--- src/rtl/instr_sequencer.sv ---
// -----------------------------------------------------------------------------
// instr_sequencer
//   Multi-cycle control FSM for the tiny CPU core. Fetches an instruction,
//   classifies it by opcode and sequences the ALU write-back, data-memory
//   access, branch redirect or HALT. The PC register lives elsewhere; this
//   block only issues one-cycle pc_inc / pc_load strobes. A retired-instruction
//   counter is kept for bring-up and debug.
//
// Ports
//   clk, rst      clock, synchronous active-high reset
//   instr_valid   instruction memory returns a valid word this cycle
//   instr         fetched instruction word
//   mem_ready     data memory completes the current access this cycle
//   branch_taken  ALU compare result for the instruction held in ir
//   instr_req     fetch request (FETCH state)
//   ir            latched instruction register
//   pc_inc        one-cycle strobe: PC += 4
//   pc_load       one-cycle strobe: PC <= pc_target
//   pc_target     branch target {ir[31 -: PC_WIDTH-2], 2'b00}
//   reg_we        register-file write enable
//   mem_req       data-memory request, mem_we qualifies it as a store
//   halted        core is halted (registered)
//   illegal       one-cycle pulse on an unrecognised opcode
//   state         current FSM state encoding
//   retired_cnt   retired-instruction count, wraps
// -----------------------------------------------------------------------------
module instr_sequencer #(
  parameter int PC_WIDTH  = 7,
  parameter int CNT_WIDTH = 16
) (
  input  logic                 clk,
  input  logic                 rst,
  input  logic                 instr_valid,
  input  logic [31:0]          instr,
  input  logic                 mem_ready,
  input  logic                 branch_taken,
  output logic                 instr_req,
  output logic [31:0]          ir,
  output logic                 pc_inc,
  output logic                 pc_load,
  output logic [PC_WIDTH-1:0]  pc_target,
  output logic                 reg_we,
  output logic                 mem_req,
  output logic                 mem_we,
  output logic                 halted,
  output logic                 illegal,
  output logic [2:0]           state,
  output logic [CNT_WIDTH-1:0] retired_cnt
);

  typedef enum logic [2:0] {
    S_IDLE   = 3'd0,
    S_FETCH  = 3'd1,
    S_DECODE = 3'd2,
    S_EXEC   = 3'd3,
    S_MEM    = 3'd4,
    S_WB     = 3'd5,
    S_HALT   = 3'd6
  } state_e;

  typedef enum logic [2:0] {
    C_ALU,
    C_LOAD,
    C_STORE,
    C_BRANCH,
    C_HALT,
    C_ILLEGAL
  } iclass_e;

  state_e                 state_q, state_d;
  logic [31:0]            ir_q;
  logic [CNT_WIDTH-1:0]   retired_cnt_q;
  logic                   halted_q;
  iclass_e                iclass;

  // Opcode classification of the instruction currently held in ir.
  always_comb begin
    unique case (ir_q[6:0])
      7'b0110011, 7'b0010011: iclass = C_ALU;
      7'b0000011:             iclass = C_LOAD;
      7'b0100011:             iclass = C_STORE;
      7'b1100011:             iclass = C_BRANCH;
      7'b0000001:             iclass = C_HALT;
      default:                iclass = C_ILLEGAL;
    endcase
  end

  // Next state and combinational strobes.
  // NOTE: every signal driven here gets a default first, so no path through
  // the case statement can leave one unassigned and infer a latch.
  always_comb begin
    state_d   = state_q;
    instr_req = 1'b0;
    pc_inc    = 1'b0;
    pc_load   = 1'b0;
    reg_we    = 1'b0;
    mem_req   = 1'b0;
    mem_we    = 1'b0;
    illegal   = 1'b0;
    case (state_q)
      S_IDLE:  state_d = S_FETCH;
      S_FETCH: begin
        instr_req = 1'b1;
        if (instr_valid) state_d = S_DECODE;
      end
      S_DECODE: begin
        case (iclass)
          C_ALU, C_BRANCH: state_d = S_EXEC;
          C_LOAD, C_STORE: state_d = S_MEM;
          C_HALT:          state_d = S_HALT;
          default: begin
            // Unknown opcode retires as a NOP straight out of DECODE.
            illegal = 1'b1;
            pc_inc  = 1'b1;
            state_d = S_FETCH;
          end
        endcase
      end
      S_EXEC: begin
        if (iclass == C_BRANCH) begin
          pc_load = branch_taken;
          pc_inc  = ~branch_taken;
          state_d = S_FETCH;
        end else begin
          state_d = S_WB;
        end
      end
      S_MEM: begin
        mem_req = 1'b1;
        mem_we  = (iclass == C_STORE);
        if (mem_ready) begin
          if (iclass == C_STORE) begin
            pc_inc  = 1'b1;
            state_d = S_FETCH;
          end else begin
            state_d = S_WB;
          end
        end
      end
      S_WB: begin
        reg_we  = 1'b1;
        pc_inc  = 1'b1;
        state_d = S_FETCH;
      end
      S_HALT:  state_d = S_HALT;
      default: state_d = S_IDLE;  // unused code 7 recovers
    endcase
  end

  // NOTE: state is updated with non-blocking assignments so every register
  // samples the pre-edge values; reset is synchronous to match the core.
  always_ff @(posedge clk) begin
    if (rst) begin
      state_q       <= S_IDLE;
      ir_q          <= '0;
      retired_cnt_q <= '0;
      halted_q      <= 1'b0;
    end else begin
      state_q  <= state_d;
      halted_q <= (state_d == S_HALT);
      if (state_q == S_FETCH && instr_valid) ir_q <= instr;
      if (pc_inc | pc_load) retired_cnt_q <= retired_cnt_q + 1'b1;
    end
  end

  assign ir          = ir_q;
  assign state       = state_q;
  assign halted      = halted_q;
  assign retired_cnt = retired_cnt_q;
  assign pc_target   = {ir_q[31 -: PC_WIDTH-2], 2'b00};

endmodule

--- config.mk ---
export PLATFORM = sky130hd
export DESIGN_NAME = instr_sequencer
export DESIGN_NICKNAME = d
export VERILOG_FILES = /design/src/rtl/instr_sequencer.sv
export SDC_FILE = /design/constraint.sdc
export NUM_CORES = 1
export LEC_CHECK = 0
export CAP_MARGIN = 20
export CORE_MARGIN = 2
export CORE_UTILIZATION = 46
export DETAILED_ROUTE_END_ITERATION = 7
export MAX_ROUTING_LAYER = met4
export PLACE_DENSITY_LB_ADDON = 0.2
export SLEW_MARGIN = 25
export SYNTH_ARGS = -nofsm -noshare
export SYNTH_HDL_FRONTEND = slang
export SYNTH_SLANG_ARGS = --single-unit
--- constraint.sdc ---
create_clock -name clk -period 3.05 [get_ports clk]
set_input_delay 0.4575 -clock clk [delete_from_list [all_inputs] [get_ports clk]]
set_output_delay 0.4575 -clock clk [all_outputs]
set_load 0.005 [all_outputs]
==> flow_metrics.env <==
export IMPL_status="completed"
export IMPL_synth_top_area_frac=0.419
export IMPL_num_vias=2379
export IMPL_fin_util=0.685
export IMPL_antenna_left=0
export IMPL_fp_row_count=26
export IMPL_drc=0
export IMPL_clk_latency_ns=0.30
export IMPL_end_kind="output port"
export IMPL_crit_fanout=15
export IMPL_powerDensity_nw_per_um2=379
export IMPL_h_tree_depth=2
export IMPL_hold_viol_final=0
export IMPL_grt_pass1_vias=2243
export IMPL_antenna_found_initial=0
export IMPL_cp_data_arrival_time_ns=2.33
export IMPL_post_drt_via_cell_ratio=5.11
export IMPL_critPathLaunchType="flop"
export IMPL_nets=433
export IMPL_grt_start_max_net_pins=49
export IMPL_die_y_um=77.5
export IMPL_cts_root_buf="clkbuf_8"
export IMPL_grt_overflow=0
export IMPL_synth_top_cell_by_area="dfxtp_1"
export IMPL_syn_area_um2=2490
export IMPL_preCtsSetupSlack_ns=0.565
export IMPL_cts_sinks=52
export IMPL_final_min_clock_period_ns=2.79
export IMPL_place_gp_congestion=0.875
export IMPL_drt_total_wl_um=5940
export IMPL_fillCellCount=458
export IMPL_ctsResizeCount=0
export IMPL_routedWlPerCell_um=12.8
export IMPL_drive_above_1_share=0.0808
export IMPL_synth_area_per_cell_um2=7.97
export IMPL_grtUsageTotal=0.207
export IMPL_post_route_cell_area_um2=3540
export IMPL_drtPass1Iterations=5
export IMPL_worstPathRequired_ns=2.59
export IMPL_dieArea_um2=6010
export IMPL_finalSetupViolations=0
export IMPL_netlist_top_cells_area="dfxtp_1 42%, nand2_1 11%, a21oi_1 9.7%"
export IMPL_initial_core_util=0.481
export IMPL_syn_to_final_growth_pct=42.5
export IMPL_post_cts_buffers=0
export IMPL_synth_edf_count=0
export IMPL_synth_distinct_cells=46
export IMPL_dp_hpwl_um=4410
export IMPL_fin_tns_setup_ns=0
export IMPL_maxCapViolCount=0
export IMPL_grt_pass1_wl_um=10100
export IMPL_fin_crit_sh=0.914
export IMPL_core_um2=5170
export IMPL_drt_initial_drc_count=70
export IMPL_cts_buffer_depth=2
export IMPL_portBuffers=100
export IMPL_max_slew_margin_rel=0.481
export IMPL_diodes=0
export IMPL_cts_inserted_buffers=5
export IMPL_io_pins=103
export IMPL_fin_skew_ns=0.00579
export IMPL_synthCells=312
export IMPL_cts_tree="built"
export IMPL_max_freq_mhz=359
export IMPL_ys_ff_latch=52
export IMPL_setup_ws_ns=0.262
export IMPL_rsz0062_at_grt="false"
export IMPL_leakagePower_nw=1.24
export IMPL_finalMaxSlewViolations=0
export IMPL_hp_class="flop to flop"
export IMPL_cts_hold_buf=0
export IMPL_dpl_cell_area_um2=3450
export IMPL_power_w=0.00134
export IMPL_async_reset_ff_frac=0
export IMPL_ys_seq_area_frac=0.419
export IMPL_path_class="flop to output port"
export IMPL_ys_flop_type="dfxtp_1"
export IMPL_peakVddDrop_uv=258
export IMPL_synth_warnings=0
export IMPL_die_w_um=77.5
export IMPL_cts_clk_slew_worst_paths_ns=0.09
export IMPL_tightest_slew_ns=0.778
## cell usage in the layout, fill, tap and decap left out, drive strengths merged, types with 2 or more instances in the layout
cell | synthesis | routed
nand4 | 2 | 2
and3 | 3 | 3
nand4b | 3 | 3
a211oi | 2 | 2
nand3 | 9 | 9
nand2b | 3 | 3
dfxtp | 52 | 52
o21ai | 6 | 6
clkdlybuf4s50 | 0 | 99
nand2 | 73 | 73
mux2 | 14 | 14
nor2b | 15 | 15
a21oi | 48 | 48
nor2 | 23 | 23
nor3 | 3 | 3
conb | 1 | 2
nor4 | 2 | 2
nor3b | 2 | 2
inv | 4 | 4
a2111oi | 2 | 2
buf | 17 | 4
clkinvlp | 0 | 2
clkbuf | 11 | 6
## cells in the mapped netlist (2+ instances only)
master    instances
nand2_1          73
dfxtp_1          52
a21oi_1          48
nor2_1           23
nor2b_1          15
mux2_2           13
clkbuf_1         11
buf_4             8
nand3_1           8
buf_2             7
o21ai_0           5
inv_1             4
and3_1            3
nand2b_1          3
nand4b_1          3
nor3_1            3
a211oi_1          2
nand4_1           2
nor4_1            2
## per-stage QoR
step                      std cells  hold WS [ns]
after floorplan                 313         0.453
after global placement          458         0.440
after detailed placement        458         0.447
after CTS                       466         0.460
after global routing            466         0.476
final                           466         0.456
## cell type report
cell class / count / area, µm² / area share
tap: 70 / 87.6 / 0.0247
inverter: 4 / 15.0 / 0.00424
clock inverter: 2 / 15.0 / 0.00424
clock buffer: 6 / 82.6 / 0.0233
multi-input combinational: 229 / 1280 / 0.362
timing repair buffer: 103 / 1020 / 0.287
sequential: 52 / 1040 / 0.294
## power breakdown
| group | switching, W | leakage [nW] | total [W] | internal (W) |
|---|---|---|---|---|
| sequential | 0.0000229 | 0.422 | 0.000725 | 0.000702 |
| combinational | 0.0000877 | 0.773 | 0.000207 | 0.000119 |
| clock | 0.000226 | 0.0434 | 0.000410 | 0.000184 |
## state kept, by name (all words and copies together) (netlist names)
signal	flops
halted	1
retired_cnt	16
state	3
ir	32
## metal layers
metal,part of all wire,wire [µm],vias to the layer above,track usage
met1,0.46,2710,1101,0.260
met5,0,0,-,-
met4,0.0076,45,0,0.0429
met2,0.47,2790,65,0.331
li1,-,-,1209,-
met3,0.068,404,4,0.0616
## worst max-delay path: stages (launching register included)
cell and delay, ns:
dfxtp_1 0.56, and3b_1 0.23, o21bai_2 0.21, a31oi_4 0.41
o21ai_0 0.15, clkdlybuf4s50_1 0.47
## path summary, 6_finish.rpt
check             depth (start not counted)              end      from  slack [ns]
hold / removal                            2            ir[9]     ir[9]        0.46
hold reg to reg                           2            ir[9]     ir[9]        0.46
setup reg to reg                          5  retired_cnt[13]     ir[2]        0.91
setup / recovery                          5           pc_inc  state[1]        0.26
## logic make-up after synthesis
group	after synthesis	synth area share
AOI/OAI and AO/OA	67	0.165
and+or+nand+nor	145	0.279
other	1	0.00151
buffers and inverters	32	0.0669
DFF	52	0.419
adders and majority gates	1	0.00503
muxes	14	0.0634
No activity file was read; power rests on OpenSTA's default activity.
==> RTL change (same flow settings) <==
Set the parameter `PC_WIDTH` to 5 (it was 7).
--- a/src/rtl/instr_sequencer.sv
+++ b/src/rtl/instr_sequencer.sv
@@ -25,7 +25,7 @@
 //   retired_cnt   retired-instruction count, wraps
 // -----------------------------------------------------------------------------
 module instr_sequencer #(
-  parameter int PC_WIDTH  = 7,
+  parameter int PC_WIDTH  = 5,
   parameter int CNT_WIDTH = 16
 ) (
   input  logic                 clk,
Ports: changed (resized pc_target); port bits go from 103 to 101. The function was not compared with the original's and may differ.
==> RTL change against the original RTL <==
- clock skew rose by 0.0039 ns
- wire length rose by 1.7%
- synthesized area fell by 0.60%
- non-clock buffer count fell by 2
- total power rose by 0.58%
- final area fell by 0.60%
- worst setup slack got worse by 0.093 ns
- sequential cell count did not move
- sequential share of layout area rose by 0.18 points
==> RTL change: results (changes against the original RTL) <==
metric;value;unit;change
Pre-antenna DRT Iters;4;;-1
Worst EP arrival;2.42;ns;+0.09 ns
fillers;465;;+1.5%
gpl congestion;0.947;;+8.3%
clk_lat worst skew;0.30;ns;about the same
part of the Yosys area used for sequential elements;42.1;%;+0.25 points
Adder-Cell Fraction of Synth Area;0.506;%;+0.0031 points
WL final;6050;um;+1.7%
Power Internal;0.00102;W;+1.6%
Ys Warns;0;;unchanged
largest net degree at the start of global routing;46;;-6.1%
post-synthesis mux area share;6.38;%;+0.038 points
Root Buffer;clkbuf_8;;
CTS HTree Levels;2;;unchanged
Layout Nets;431;;-0.46%
status;complete, no violations;;
Post-CTS Setup Repair Bufs;0;;unchanged
worst-path maximum fanout;15;;unchanged
Pleak;1.24;nW;about the same
Synth Area in Compound Gates;16.6;%;+0.10 points
first-pass GRT wire length;10100;um;+0.27%
HP Class;reg2reg;;
post-DP HPWL;4330;um;-1.6%
Clock transition at path regs;0.09;ns;about the same
FFs w/ async S/R, synth;0;%;unchanged
Worst-Margin Slew;0.775;ns;-0.00340 ns
initial antenna violation count;0;;unchanged
top post-synthesis cells by count;nand2_1, dfxtp_1, a21oi_1;;
PortBufs;98;;-2.0%
CTS resizes;0;;unchanged
deepest clock path buffer count;2;;unchanged
max reg flops;32;;unchanged
synth unique cells;46;;unchanged
Peak VDD IR;0.000215;V;-17%
via/cell ratio;5.14;;+0.77%
share of cells above drive strength 1;7.89;%;-0.19 points
n_diodes;0;;unchanged
vias in the first global route;2248;;+0.22%
xor/xnor share of the synthesized area;0;%;unchanged
Num CTS Buffers;5;;unchanged
synth top area cells;dfxtp_1, nand2_1, a21oi_1;;
dpl ws;0.544;ns;-0.0212 ns
GRT Total Usage;21.0;%;+0.31 points
initial DRC count;100;;+43%
post-route clock skew;0.00967;ns;+0.00388 ns
==> RTL change: worst max-delay path: stages, from the launching register on <==
cell	delay [ns]
dfxtp_1	0.59
and3b_1	0.25
o21bai_2	0.22
a31oi_4	0.42
o21ai_0	0.17
clkdlybuf4s50_1	0.47
==> RTL change: power by group through the flow <==
stage	logic, W	registers [W]	clock network [W]
after floorplan	0.0000978	0.000735	0
after global placement	0.000202	0.000739	0
after detailed placement	0.000204	0.000741	0
after CTS	0.000205	0.000725	0.000433
after global routing	0.000226	0.000729	0.000457
final	0.000204	0.000725	0.000421
==> RTL change: per-stage QoR <==
step                      std cells  util, %  cell area, um^2  total power (W)  hold WS [ns]
after floorplan                 311        -             2480         0.000833         0.453
after global placement          456     66.7             3430         0.000941         0.442
after detailed placement        456     66.7             3430         0.000945         0.446
after CTS                       463     68.5             3520          0.00136         0.458
after global routing            463     68.5             3520          0.00141         0.473
final                           463     68.5             3520          0.00135         0.457
==> RTL change: kinds of logic (layout without fill, tap and decap cells) <==
kind of cell / after synthesis / after routing
other cells: 1 / 2
fa+ha+maj: 1 / 1
mux: 14 / 14
buf+inv: 30 / 112
simple gates: 145 / 145
flops: 52 / 52
compound gates: 67 / 67
==> RTL change: final timing paths <==
path | end | slack, ns | startpoint | cells past startpoint
min | ir[21]$_SDFFE_PP0P_ | 0.46 | ir[21]$_SDFFE_PP0P_ | 2
max | pc_inc | 0.17 | state[1]$_SDFF_PP0_ | 5
max reg2reg | retired_cnt[13]$_SDFFE_PP0P_ | 0.87 | state[1]$_SDFF_PP0_ | 5
min reg2reg | ir[21]$_SDFFE_PP0P_ | 0.46 | ir[21]$_SDFFE_PP0P_ | 2
==> RTL change: final cells by class <==
class / count / area, um^2 / share of cell area, %
Sequential cell: 52 / 1040 / 29.6
Inverter: 4 / 15.0 / 0.426
Multi-Input combinational cell: 229 / 1280 / 36.4
Clock buffer: 7 / 96.3 / 2.74
Timing Repair Buffer: 101 / 998 / 28.3
Tap cell: 70 / 87.6 / 2.49
==> RTL change: layer usage <==
metal / routed length, um / GRT usage, % / vias to the layer above
met5: 0 / - / -
met4: 116 / 7.86 / 0
met3: 425 / 4.24 / 11
met2: 2890 / 34.3 / 77
met1: 2610 / 25.5 / 1086
li1: - / - / 1208
